### config.mk
export PLATFORM = sky130hd
export DESIGN_NAME = mc_control_unit
export DESIGN_NICKNAME = d
export VERILOG_FILES = /design/src/rtl/cpu_ctrl_pkg.sv /design/src/rtl/ctrl_alu_decode.sv /design/src/rtl/mc_control_unit.sv
export SDC_FILE = /design/constraint.sdc
export NUM_CORES = 1
export LEC_CHECK = 0
export CAP_MARGIN = 10
export CELL_PAD_IN_SITES_DETAIL_PLACEMENT = 1
export CELL_PAD_IN_SITES_GLOBAL_PLACEMENT = 2
export CORE_ASPECT_RATIO = 1.5
export CORE_UTILIZATION = 29
export CTS_BUF_LIST = sky130_fd_sc_hd__clkbuf_4 sky130_fd_sc_hd__clkbuf_8
export DETAILED_ROUTE_END_ITERATION = 8
export PLACE_DENSITY = 0.83
export SYNTH_ARGS = -nofsm -noshare
export SYNTH_HDL_FRONTEND = slang
export SYNTH_SLANG_ARGS = --single-unit
### constraint.sdc
create_clock -name clk -period 2.8 [get_ports clk]
set_clock_uncertainty 0.05 [all_clocks]
set_input_delay 0.42 -clock clk [delete_from_list [all_inputs] [get_ports clk]]
set_output_delay 0.42 -clock clk [all_outputs]
set_load 0.03 [all_outputs]
### src/rtl/cpu_ctrl_pkg.sv
// Shared types and encodings for the multicycle MIPS-subset controller.
// The EXC state exists only when CTRL_OVF_EXC_EN is defined.
package cpu_ctrl_pkg;

    typedef enum logic [4:0] {
        S_RESET     = 5'd0,
        S_FETCH     = 5'd1,
        S_DECODE    = 5'd2,
        S_R_EXEC    = 5'd3,
        S_R_WB      = 5'd4,
        S_ADDI_EXEC = 5'd5,
        S_ADDI_WB   = 5'd6,
        S_MEM_ADDR  = 5'd7,
        S_LW_READ   = 5'd8,
        S_LW_WB     = 5'd9,
        S_SW_WRITE  = 5'd10,
        S_BEQ       = 5'd11,
        S_JUMP      = 5'd12
`ifdef CTRL_OVF_EXC_EN
        ,
        S_EXC       = 5'd13
`endif
    } state_t;

    localparam logic [5:0] OP_RTYPE = 6'h00;
    localparam logic [5:0] OP_J     = 6'h02;
    localparam logic [5:0] OP_BEQ   = 6'h04;
    localparam logic [5:0] OP_ADDI  = 6'h08;
    localparam logic [5:0] OP_LW    = 6'h23;
    localparam logic [5:0] OP_SW    = 6'h2B;

    localparam logic [5:0] FN_ADD = 6'h20;
    localparam logic [5:0] FN_SUB = 6'h22;
    localparam logic [5:0] FN_AND = 6'h24;
    localparam logic [5:0] FN_OR  = 6'h25;
    localparam logic [5:0] FN_SLT = 6'h2A;

    localparam logic [2:0] ALU_NOP = 3'b000;
    localparam logic [2:0] ALU_ADD = 3'b001;
    localparam logic [2:0] ALU_SUB = 3'b010;
    localparam logic [2:0] ALU_AND = 3'b011;
    localparam logic [2:0] ALU_OR  = 3'b100;
    localparam logic [2:0] ALU_SLT = 3'b101;

    localparam logic [1:0] SRCB_RT       = 2'b00;
    localparam logic [1:0] SRCB_FOUR     = 2'b01;
    localparam logic [1:0] SRCB_SEXT     = 2'b10;
    localparam logic [1:0] SRCB_SEXT_SL2 = 2'b11;

    localparam logic [1:0] PCS_ALU    = 2'b00;
    localparam logic [1:0] PCS_ALUOUT = 2'b01;
    localparam logic [1:0] PCS_JUMP   = 2'b10;

    typedef struct packed {
        logic       pc_write;
        logic       pc_write_cond;
        logic       iord;
        logic       mem_read;
        logic       mem_write;
        logic       ir_write;
        logic       reg_dst;
        logic       mem_to_reg;
        logic       reg_write;
        logic       alu_src_a;
        logic [1:0] alu_src_b;
        logic [2:0] alu_op;
        logic [1:0] pc_source;
        logic       epc_write;
    } ctrl_out_t;

endpackage

### src/rtl/ctrl_alu_decode.sv
// R-type funct to ALUOp map, with a legal-funct flag and an add/sub flag
// (the latter marks the funct codes that can raise signed overflow).
module ctrl_alu_decode (
    input  logic [5:0] funct,
    output logic [2:0] alu_op,
    output logic       valid,
    output logic       addsub
);
    import cpu_ctrl_pkg::*;

    always_comb begin
        alu_op = ALU_NOP;
        valid  = 1'b0;
        addsub = 1'b0;
        case (funct)
            FN_ADD: begin alu_op = ALU_ADD; valid = 1'b1; addsub = 1'b1; end
            FN_SUB: begin alu_op = ALU_SUB; valid = 1'b1; addsub = 1'b1; end
            FN_AND: begin alu_op = ALU_AND; valid = 1'b1; end
            FN_OR:  begin alu_op = ALU_OR;  valid = 1'b1; end
            FN_SLT: begin alu_op = ALU_SLT; valid = 1'b1; end
            default: ;
        endcase
    end
endmodule

### src/rtl/mc_control_unit.sv
// Moore control FSM for the multicycle MIPS-subset datapath.
// Optional overflow exception state enabled by defining CTRL_OVF_EXC_EN.
//
// state       | meaning
// S_RESET     | all outputs low, go to fetch
// S_FETCH     | read instruction for MEM_WAIT cycles, last cycle loads IR and PC+4
// S_DECODE    | latch opcode/funct, ALUOut <= branch target
// S_R_EXEC    | rs op rt
// S_R_WB      | rd <= ALUOut
// S_ADDI_EXEC | rs + sext(imm)
// S_ADDI_WB   | rt <= ALUOut
// S_MEM_ADDR  | effective address rs + sext(imm)
// S_LW_READ   | data read for MEM_WAIT cycles
// S_LW_WB     | rt <= MDR
// S_SW_WRITE  | single-cycle store
// S_BEQ       | compare rs/rt, PC <= ALUOut if zero
// S_JUMP      | PC <= jump target
// S_EXC       | EPC <= PC-4, PC <= exception vector
module mc_control_unit #(
    parameter int         MEM_WAIT       = 1,
    parameter logic [1:0] EXC_VECTOR_SEL = 2'b11
) (
    input  logic       clk,
    input  logic       reset,
    input  logic [5:0] opcode,
    input  logic [5:0] funct,
    input  logic       zero,
    input  logic       overflow,
    output logic       PCWrite,
    output logic       PCWriteCond,
    output logic       IorD,
    output logic       MemRead,
    output logic       MemWrite,
    output logic       IRWrite,
    output logic       RegDst,
    output logic       MemtoReg,
    output logic       RegWrite,
    output logic       ALUSrcA,
    output logic [1:0] ALUSrcB,
    output logic [2:0] ALUOp,
    output logic [1:0] PCSource,
    output logic       EPCWrite,
    output logic [4:0] state
);
    import cpu_ctrl_pkg::*;

    localparam int CW = $clog2(MEM_WAIT + 1);
    localparam logic [CW-1:0] CNT_LAST = CW'(MEM_WAIT - 1);

    state_t          state_q, state_d;
    logic [CW-1:0]   cnt_q, cnt_d;
    logic [5:0]      op_q, fn_q, fn_sel;
    logic            last_q, last_d;
    logic [2:0]      fn_alu_op;
    logic            fn_valid, fn_addsub;
    ctrl_out_t       out_q, out_d;

    // In DECODE the live funct feeds both the transition and the R_EXEC outputs.
    assign fn_sel = (state_q == S_DECODE) ? funct : fn_q;

    ctrl_alu_decode u_alu_decode (
        .funct  (fn_sel),
        .alu_op (fn_alu_op),
        .valid  (fn_valid),
        .addsub (fn_addsub)
    );

    assign last_q = (cnt_q == CNT_LAST);

    always_comb begin
        state_d = state_q;
        case (state_q)
            S_RESET:     state_d = S_FETCH;
            S_FETCH:     state_d = last_q ? S_DECODE : S_FETCH;
            S_DECODE: begin
                case (opcode)
                    OP_RTYPE:     state_d = fn_valid ? S_R_EXEC : S_FETCH;
                    OP_ADDI:      state_d = S_ADDI_EXEC;
                    OP_LW, OP_SW: state_d = S_MEM_ADDR;
                    OP_BEQ:       state_d = S_BEQ;
                    OP_J:         state_d = S_JUMP;
                    default:      state_d = S_FETCH;
                endcase
            end
            S_R_EXEC: begin
                state_d = S_R_WB;
`ifdef CTRL_OVF_EXC_EN
                if (overflow && fn_addsub) state_d = S_EXC;
`endif
            end
            S_ADDI_EXEC: begin
                state_d = S_ADDI_WB;
`ifdef CTRL_OVF_EXC_EN
                if (overflow) state_d = S_EXC;
`endif
            end
            S_MEM_ADDR:  state_d = (op_q == OP_LW) ? S_LW_READ : S_SW_WRITE;
            S_LW_READ:   state_d = last_q ? S_LW_WB : S_LW_READ;
            default:     state_d = S_FETCH;
        endcase
    end

    // Only FETCH and LW_READ ever stay put, and only while not on the last cycle.
    always_comb begin
        cnt_d = cnt_q;
        if (state_d != state_q) cnt_d = '0;
        else if (!last_q)       cnt_d = cnt_q + CW'(1);
    end

    assign last_d = (cnt_d == CNT_LAST);

    // Outputs are registered, so they are computed from the upcoming state/count.
    always_comb begin
        out_d = '0;
        case (state_d)
            S_FETCH: begin
                out_d.mem_read = 1'b1;
                if (last_d) begin
                    out_d.ir_write  = 1'b1;
                    out_d.pc_write  = 1'b1;
                    out_d.alu_src_b = SRCB_FOUR;
                    out_d.alu_op    = ALU_ADD;
                    out_d.pc_source = PCS_ALU;
                end
            end
            S_DECODE: begin
                out_d.alu_src_b = SRCB_SEXT_SL2;
                out_d.alu_op    = ALU_ADD;
            end
            S_R_EXEC: begin
                out_d.alu_src_a = 1'b1;
                out_d.alu_src_b = SRCB_RT;
                out_d.alu_op    = fn_alu_op;
            end
            S_R_WB: begin
                out_d.reg_dst   = 1'b1;
                out_d.reg_write = 1'b1;
            end
            S_ADDI_EXEC, S_MEM_ADDR: begin
                out_d.alu_src_a = 1'b1;
                out_d.alu_src_b = SRCB_SEXT;
                out_d.alu_op    = ALU_ADD;
            end
            S_ADDI_WB:  out_d.reg_write = 1'b1;
            S_LW_READ: begin
                out_d.mem_read = 1'b1;
                out_d.iord     = 1'b1;
            end
            S_LW_WB: begin
                out_d.mem_to_reg = 1'b1;
                out_d.reg_write  = 1'b1;
            end
            S_SW_WRITE: begin
                out_d.mem_write = 1'b1;
                out_d.iord      = 1'b1;
            end
            S_BEQ: begin
                out_d.alu_src_a     = 1'b1;
                out_d.alu_src_b     = SRCB_RT;
                out_d.alu_op        = ALU_SUB;
                out_d.pc_write_cond = 1'b1;
                out_d.pc_source     = PCS_ALUOUT;
            end
            S_JUMP: begin
                out_d.pc_write  = 1'b1;
                out_d.pc_source = PCS_JUMP;
            end
`ifdef CTRL_OVF_EXC_EN
            S_EXC: begin
                out_d.epc_write = 1'b1;
                out_d.alu_src_b = SRCB_FOUR;
                out_d.alu_op    = ALU_SUB;
                out_d.pc_write  = 1'b1;
                out_d.pc_source = EXC_VECTOR_SEL;
            end
`endif
            default: out_d = '0;
        endcase
    end

    always_ff @(posedge clk) begin
        if (reset) begin
            state_q <= S_RESET;
            cnt_q   <= '0;
            out_q   <= '0;
            op_q    <= '0;
            fn_q    <= '0;
        end else begin
            state_q <= state_d;
            cnt_q   <= cnt_d;
            out_q   <= out_d;
            if (state_q == S_DECODE) begin
                op_q <= opcode;
                fn_q <= funct;
            end
        end
    end

    assign PCWrite     = out_q.pc_write;
    assign PCWriteCond = out_q.pc_write_cond;
    assign IorD        = out_q.iord;
    assign MemRead     = out_q.mem_read;
    assign MemWrite    = out_q.mem_write;
    assign IRWrite     = out_q.ir_write;
    assign RegDst      = out_q.reg_dst;
    assign MemtoReg    = out_q.mem_to_reg;
    assign RegWrite    = out_q.reg_write;
    assign ALUSrcA     = out_q.alu_src_a;
    assign ALUSrcB     = out_q.alu_src_b;
    assign ALUOp       = out_q.alu_op;
    assign PCSource    = out_q.pc_source;
    assign state       = state_q;

    // zero is consumed by the datapath's PCWriteCond gate, not here.
    logic unused_inputs;
`ifdef CTRL_OVF_EXC_EN
    assign EPCWrite      = out_q.epc_write;
    assign unused_inputs = zero;
`else
    assign EPCWrite      = 1'b0;
    assign unused_inputs = ^{zero, overflow, fn_addsub, out_q.epc_write, EXC_VECTOR_SEL};
`endif

endmodule

== Word-level counts from Yosys, hierarchy flattened ==
Cells that the tools add are included.

* Flip-flop bits (word level): 35
* Bits of input ports: 16
* Output and inout bits: 23
* Logic and storage cells: 82

* Add/sub/neg operators: 1
* Equality and inequality tests: 30
* Multiplexer cells: 24
* Bitwise logic cells: 1
* Reductions and logical operators: 9

{| class="wikitable"
|+ Operators with widths
! kind !! number
|-
| $eq A6 B6 Y1 const B || 8
|-
| $eq A5 B3 Y1 const B || 6
|-
| $eq A5 B4 Y1 const B || 6
|-
| $pmux W5 S5 || 1
|-
| $pmux W4 S6 || 1
|-
| $eq A5 B2 Y1 const B || 4
|-
| $pmux W4 S5 || 1
|-
| $pmux W3 S5 || 1
|-
| $mux W1 || 13
|-
| $mux W6 || 2
|-
| $eq A5 B1 Y1 const B || 2
|-
| $reduce_or A2 Y1 || 5
|-
| $eq A6 B2 Y1 const B || 1
|-
| $eq A6 B3 Y1 const B || 1
|-
| $eq A6 B4 Y1 const B || 1
|-
| $logic_not A6 Y1 || 1
|-
| $mux W2 || 3
|-
| $pmux W2 S3 || 1
|-
| $ne A5 B5 Y1 || 1
|-
| $reduce_or A5 Y1 || 1
|-
| $reduce_or A4 Y1 || 1
|-
| $reduce_or A3 Y1 || 1
|-
| $pmux W1 S2 || 1
|-
| $add A1 B1 Y1 const B || 1
|-
| $not A1 Y1 || 1
|}

== Logic depth before layout (Yosys ltp) ==
* Word-level depth: 12
* Mapped depth: 7
* Mapped depth without buffers: 6

== By module ==
From an unflattened synthesis, not the netlist that was laid out.

* Cells, all modules: 153
* Area, all modules: 1490.2 um^2

{| class="wikitable"
|+ Modules (own cells, without submodules)
! module !! times used !! cells an instance !! area an instance (um^2) !! seq. area each (um^2)
|-
| mc_control_unit || 1 || 140 || 1380.1 || 660.6
|-
| ctrl_alu_decode || 1 || 13 || 110.1 || 0.0
|}

== Worst setup path before layout ==
Ideal clock, no wire load.

* Kind: reg-to-reg
* Start point: register state_q[3], in the netlist state[3]
* End point: register out_q (netlist bit MemWrite)
* Setup time: 61 ps
* Data arrival time: 2041 ps
* Data required time: 2689 ps
* Path slack: 648 ps
* Cell stages (with the launch flop): 8
* Buffers on the path: 1
* Clock period less this slack: 2152 ps
* Cell sequence: dfxtp_1 > buf_2 > or4b_2 > o21ai_2 > o21bai_1 > nand2b_2 > inv_1 > and4_1

* Longest elaborated chain between the ends: 10
* Elaborated cells on any way between the ends: 19
* Those cells by class: eq/ne: 12; mux: 6; reduce/logical: 1

{| class="wikitable"
|+ Ends and longest elaborated chain
! what !! RTL line !! source
|-
| start, declared || mc_control_unit.sv:50 || <nowiki>state_t state_q, state_d;</nowiki>
|-
| start signal, assigned || mc_control_unit.sv:189 || <nowiki>state_q <= state_d;</nowiki>
|-
| $eq A5 B2 Y1 || mc_control_unit.sv:59, mc_control_unit.sv:72 ||
|-
| $mux W6 || n/a ||
|-
| $eq A6 B6 Y1, on equally long branches || n/a ||
|-
| $reduce_or A5 Y1 (no source line) || n/a ||
|-
| $mux W1 || ctrl_alu_decode.sv:15 || <nowiki>case (funct)</nowiki>
|-
| $mux W2 || mc_control_unit.sv:77 || <nowiki>OP_RTYPE: state_d = fn_valid ? S_R_EXEC : S_FETCH;</nowiki>
|-
| $pmux W4 S5 || mc_control_unit.sv:76 || <nowiki>case (opcode)</nowiki>
|-
| $pmux W4 S6 * || mc_control_unit.sv:72 || <nowiki>case (state_q)</nowiki>
|-
| $eq A5 B4 Y1 * || mc_control_unit.sv:115 || <nowiki>case (state_d)</nowiki>
|-
| $mux W1 * || mc_control_unit.sv:115 ||
|-
| end signal, assigned || mc_control_unit.sv:191 || <nowiki>out_q <= out_d;</nowiki>
|-
| end, declared || mc_control_unit.sv:56 || <nowiki>ctrl_out_t out_q, out_d;</nowiki>
|}

Mark *: on every way between the ends. The rest lies on a longest branch, timed or not.
A chain may end at the register's enable or synchronous reset.

== Worst setup path after layout ==
* Start point: input port funct[0]
* End point: register out_q (netlist bit MemWrite)

* Longest elaborated chain between the ends: 9
* Elaborated cells on any way between the ends: 13
* Those cells by class: eq/ne: 6; mux: 6; reduce/logical: 1

{| class="wikitable"
|+ Ends and longest elaborated chain
! what !! RTL line !! source
|-
| start, declared || mc_control_unit.sv:26 || <nowiki>input logic [5:0] funct,</nowiki>
|-
| $mux W6 * || n/a ||
|-
| $eq A6 B6 Y1, on equally long branches || n/a ||
|-
| $reduce_or A5 Y1 (no source line) * || n/a ||
|-
| $mux W1 * || ctrl_alu_decode.sv:15 ||
|-
| $mux W2 * || mc_control_unit.sv:77 ||
|-
| $pmux W4 S5 * || mc_control_unit.sv:76 ||
|-
| $pmux W4 S6 * || mc_control_unit.sv:72 ||
|-
| $eq A5 B4 Y1 * || mc_control_unit.sv:115 ||
|-
| $mux W1 * || mc_control_unit.sv:115 ||
|}

Marks and branches as above.

==> impl_metrics.env <==
export IMPL_rsz0062_at_grt="false"
export IMPL_crit_required_ns=2.98
export IMPL_netlist_top_cells_area="dfxtp_1 44%, nand2_1 7.8%, a21oi_1 6.0%, nor2_1 3.0%, xor2_1 2.3%"
export IMPL_grt_util_all_layers_pct=16.8
export IMPL_setup_tns_ns=0
export IMPL_ioPinCount=39
export IMPL_syn_area_um2=1500
export IMPL_hold_class="register to register"
export IMPL_seqCellArea_um2=661
export IMPL_grt_pass1_wl_um=6890
export IMPL_max_cap_viol_count=0
export IMPL_routedWlPerCell_um=14.7
export IMPL_gp_congestion=0.813
export IMPL_via_count=1403
export IMPL_cts_buffers=5
export IMPL_multiInputGateArea_um2=759
export IMPL_cts_root_buffer="clkbuf_8"
export IMPL_synth_top_area_share_pct=44.1
export IMPL_power_density_nw_per_um2=554
export IMPL_synth_seq_cells=33
export IMPL_finalMaxSlewViolations=0
export IMPL_fp_dieW_um=60.7
export IMPL_crit_chain="clkdlybuf4s50_1 -> nor2b_1 -> a2111oi_0 -> o31a_1 -> o21bai_1 -> and4_1"
export IMPL_max_slew_margin_pct=54.7
export IMPL_drt_initial_drc_count=54
export IMPL_yosysUniqueCellTypes=45
export IMPL_yosysTopAreaCell="dfxtp_1"
export IMPL_comb_power_share_pct=13.4
export IMPL_h_tree_depth=2
export IMPL_p_seq_share_pct=44.3
export IMPL_grt_ovfl_total=0
export IMPL_syn_instance_count=176
export IMPL_clkPwrFrac_pct=42.2
export IMPL_synth_avg_cell_area_um2=8.50
export IMPL_hold_viol=0
export IMPL_p_leak_nw=0.718
export IMPL_async_reset_ff_share_pct=0
export IMPL_layout_drive_gt1_share_pct=10.7
export IMPL_p_switching_uw=274
export IMPL_crit_path_top_delay_cell="a2111oi_0"
export IMPL_cts_tree="done"
export IMPL_hpwl_um=3140
export IMPL_dr_pass1_iters=4
export IMPL_syn2layout_area_growth_pct=35.7
export IMPL_grt_pass1_vias=1505
export IMPL_rows=31
export IMPL_fillers=602
export IMPL_irDropWorstVdd_mv=0.292
export IMPL_max_freq_ghz=0.444
export IMPL_ys_warnings_count=0
export IMPL_antenna_cells=0
export IMPL_clock_path_buffers=2
export IMPL_holdBufCountCts=0
export IMPL_slowest_delay_ns=0.60
export IMPL_ant_nets=0
export IMPL_crit_arrival_ns=2.43
export IMPL_avgViaCountPerCell=4.99
export IMPL_cts_setup_buffers=0
export IMPL_cts_sinks=33
export IMPL_ys_flop_type="dfxtp_1"
export IMPL_initial_core_util_pct=30.6
export IMPL_fin_crit_sh_pct=80.5
export IMPL_p_int_uw=852
export IMPL_grt_max_degree=21
export IMPL_cts_resized_gates=0
export IMPL_dp_cells=273
export IMPL_fin_crit_ns=2.25
export IMPL_drcViolationCount=0
export IMPL_dieArea_um2=5460
export IMPL_die_h_um=90.0
export IMPL_critPathLaunchType="primary input"
export IMPL_status="finished clean"
export IMPL_core_area_um2=4890
export IMPL_fin_nets=230
export IMPL_portBuffers=34
export IMPL_wl_um=4120
export IMPL_finalSetupViolations=0
export IMPL_yosysSeqAreaShare_pct=44.1
export IMPL_sw_frac_of_total_pct=24.3
export IMPL_worstMarginPinSlew_ns=0.662
export IMPL_criticalPathCategory="primary input to register"
export IMPL_synth_edff_count=0
export IMPL_antenna_found_initial=0
export IMPL_clock_latency_ns=0.28
export IMPL_clk_pin_slew_worst_paths_ns=0.07
export IMPL_cp_max_fo=6
export IMPL_endpoint_kind="register"
export IMPL_stdcell_count=281
-- kinds of logic (layout without fill, tap and decap cells) --
group | count (synthesis) | in the layout | synth area share (%)
and+or+nand+nor | 85 | 85 | 31.5
AOI/OAI and AO/OA | 36 | 36 | 15.2
DFF | 33 | 33 | 44.1
buffers and inverters | 15 | 53 | 5.35
xor gates and xnor gates | 6 | 6 | 3.51
other | 1 | 2 | 0.251
-- power groups by stage --
| stage | Sequential, mW | Clock (mW) | Combinational, mW |
|---|---|---|---|
| 5_1_grt | 0.501 | 0.501 | 0.165 |
| 2_1_floorplan | 0.526 | 0 | 0.0684 |
| 3_3_place_gp | 0.508 | 0 | 0.148 |
| 6_report | 0.499 | 0.475 | 0.151 |
| 4_1_cts | 0.499 | 0.483 | 0.153 |
| 3_5_place_dp | 0.509 | 0 | 0.152 |
-- flip-flops by register name (all words and copies together) (netlist names), 2 cells and up --
name	flops
fn_q	6
PCSource	2
ALUOp	3
ALUSrcB	2
op_q	6
state	4
-- per-stage QoR --
step | util, % | setup WS, ns | total power [mW] | hold WS [ns] | area, um^2
finish | 41.6 | 0.547 | 1.13 | 0.420 | 2030
detailed placement | 39.1 | 0.199 | 0.661 | 0.408 | 1910
global route | 41.6 | 0.221 | 1.17 | 0.443 | 2030
floorplan | - | 0.648 | 0.594 | 0.381 | 1500
CTS | 41.6 | 0.493 | 1.13 | 0.419 | 2030
global placement | 39.1 | 0.303 | 0.656 | 0.389 | 1910
-- final cells by class --
cell class	count	area share, %
Multi-Input combinational cell	129	37.4
Sequential cell	33	32.5
Timing Repair Buffer	41	19.3
Clock buffer	7	4.44
Tap cell	66	4.07
Clock inverter	1	1.48
Inverter	4	0.739
-- worst max-delay path: cells and delay by family --
kind / cells / cell delay [ns]
compound gates: 3 / 1.13
buf+inv: 1 / 0.49
simple gates: 2 / 0.40
-- layout by cell type, fill, tap and decap left out, types with 3 or more instances in the layout --
master	n
clkdlybuf4s50_1	34
dfxtp_1	33
nand2_1	31
a21oi_1	18
nor2_1	12
buf_4	7
clkbuf_8	6
nand3_1	5
nor4_1	5
xor2_1	4
nand2b_1	4
inv_1	4
a31oi_1	3
nor2b_1	3
nand3b_1	3
nor4bb_1	3
-- final timing paths --
path	startpoint	endpoint	slack, ns	depth (start not counted)
hold / removal	op_q[0]$_SDFFE_PP0P_	op_q[0]$_SDFFE_PP0P_	0.42	2
setup / recovery	funct[0]	MemWrite$_SDFF_PP0_	0.55	6
hold reg to reg	op_q[0]$_SDFFE_PP0P_	op_q[0]$_SDFFE_PP0P_	0.42	2
setup reg to reg	state[1]$_SDFF_PP0_	MemWrite$_SDFF_PP0_	0.59	5
-- synth_stat cells (all sizes together) (4+ instances only) --
| master | number |
|---|---|
| nor2 | 12 |
| inv | 4 |
| nand3 | 5 |
| nand2 | 31 |
| a21oi | 18 |
| nor4 | 5 |
| xor2 | 4 |
| nand2b | 5 |
| dfxtp | 33 |
| buf | 6 |
| clkbuf | 5 |
-- routing by layer --
metal / global-route usage (%) / share of wire (%) / up-vias
met3: 2.59 / 2.6 / 7
met5: 0 / 0 / -
li1: - / - / 692
met4: 7.39 / 2.1 / 0
met1: 18.1 / 41 / 675
met2: 30.5 / 54 / 29
Note: power is estimated with default switching activity, not from simulation.
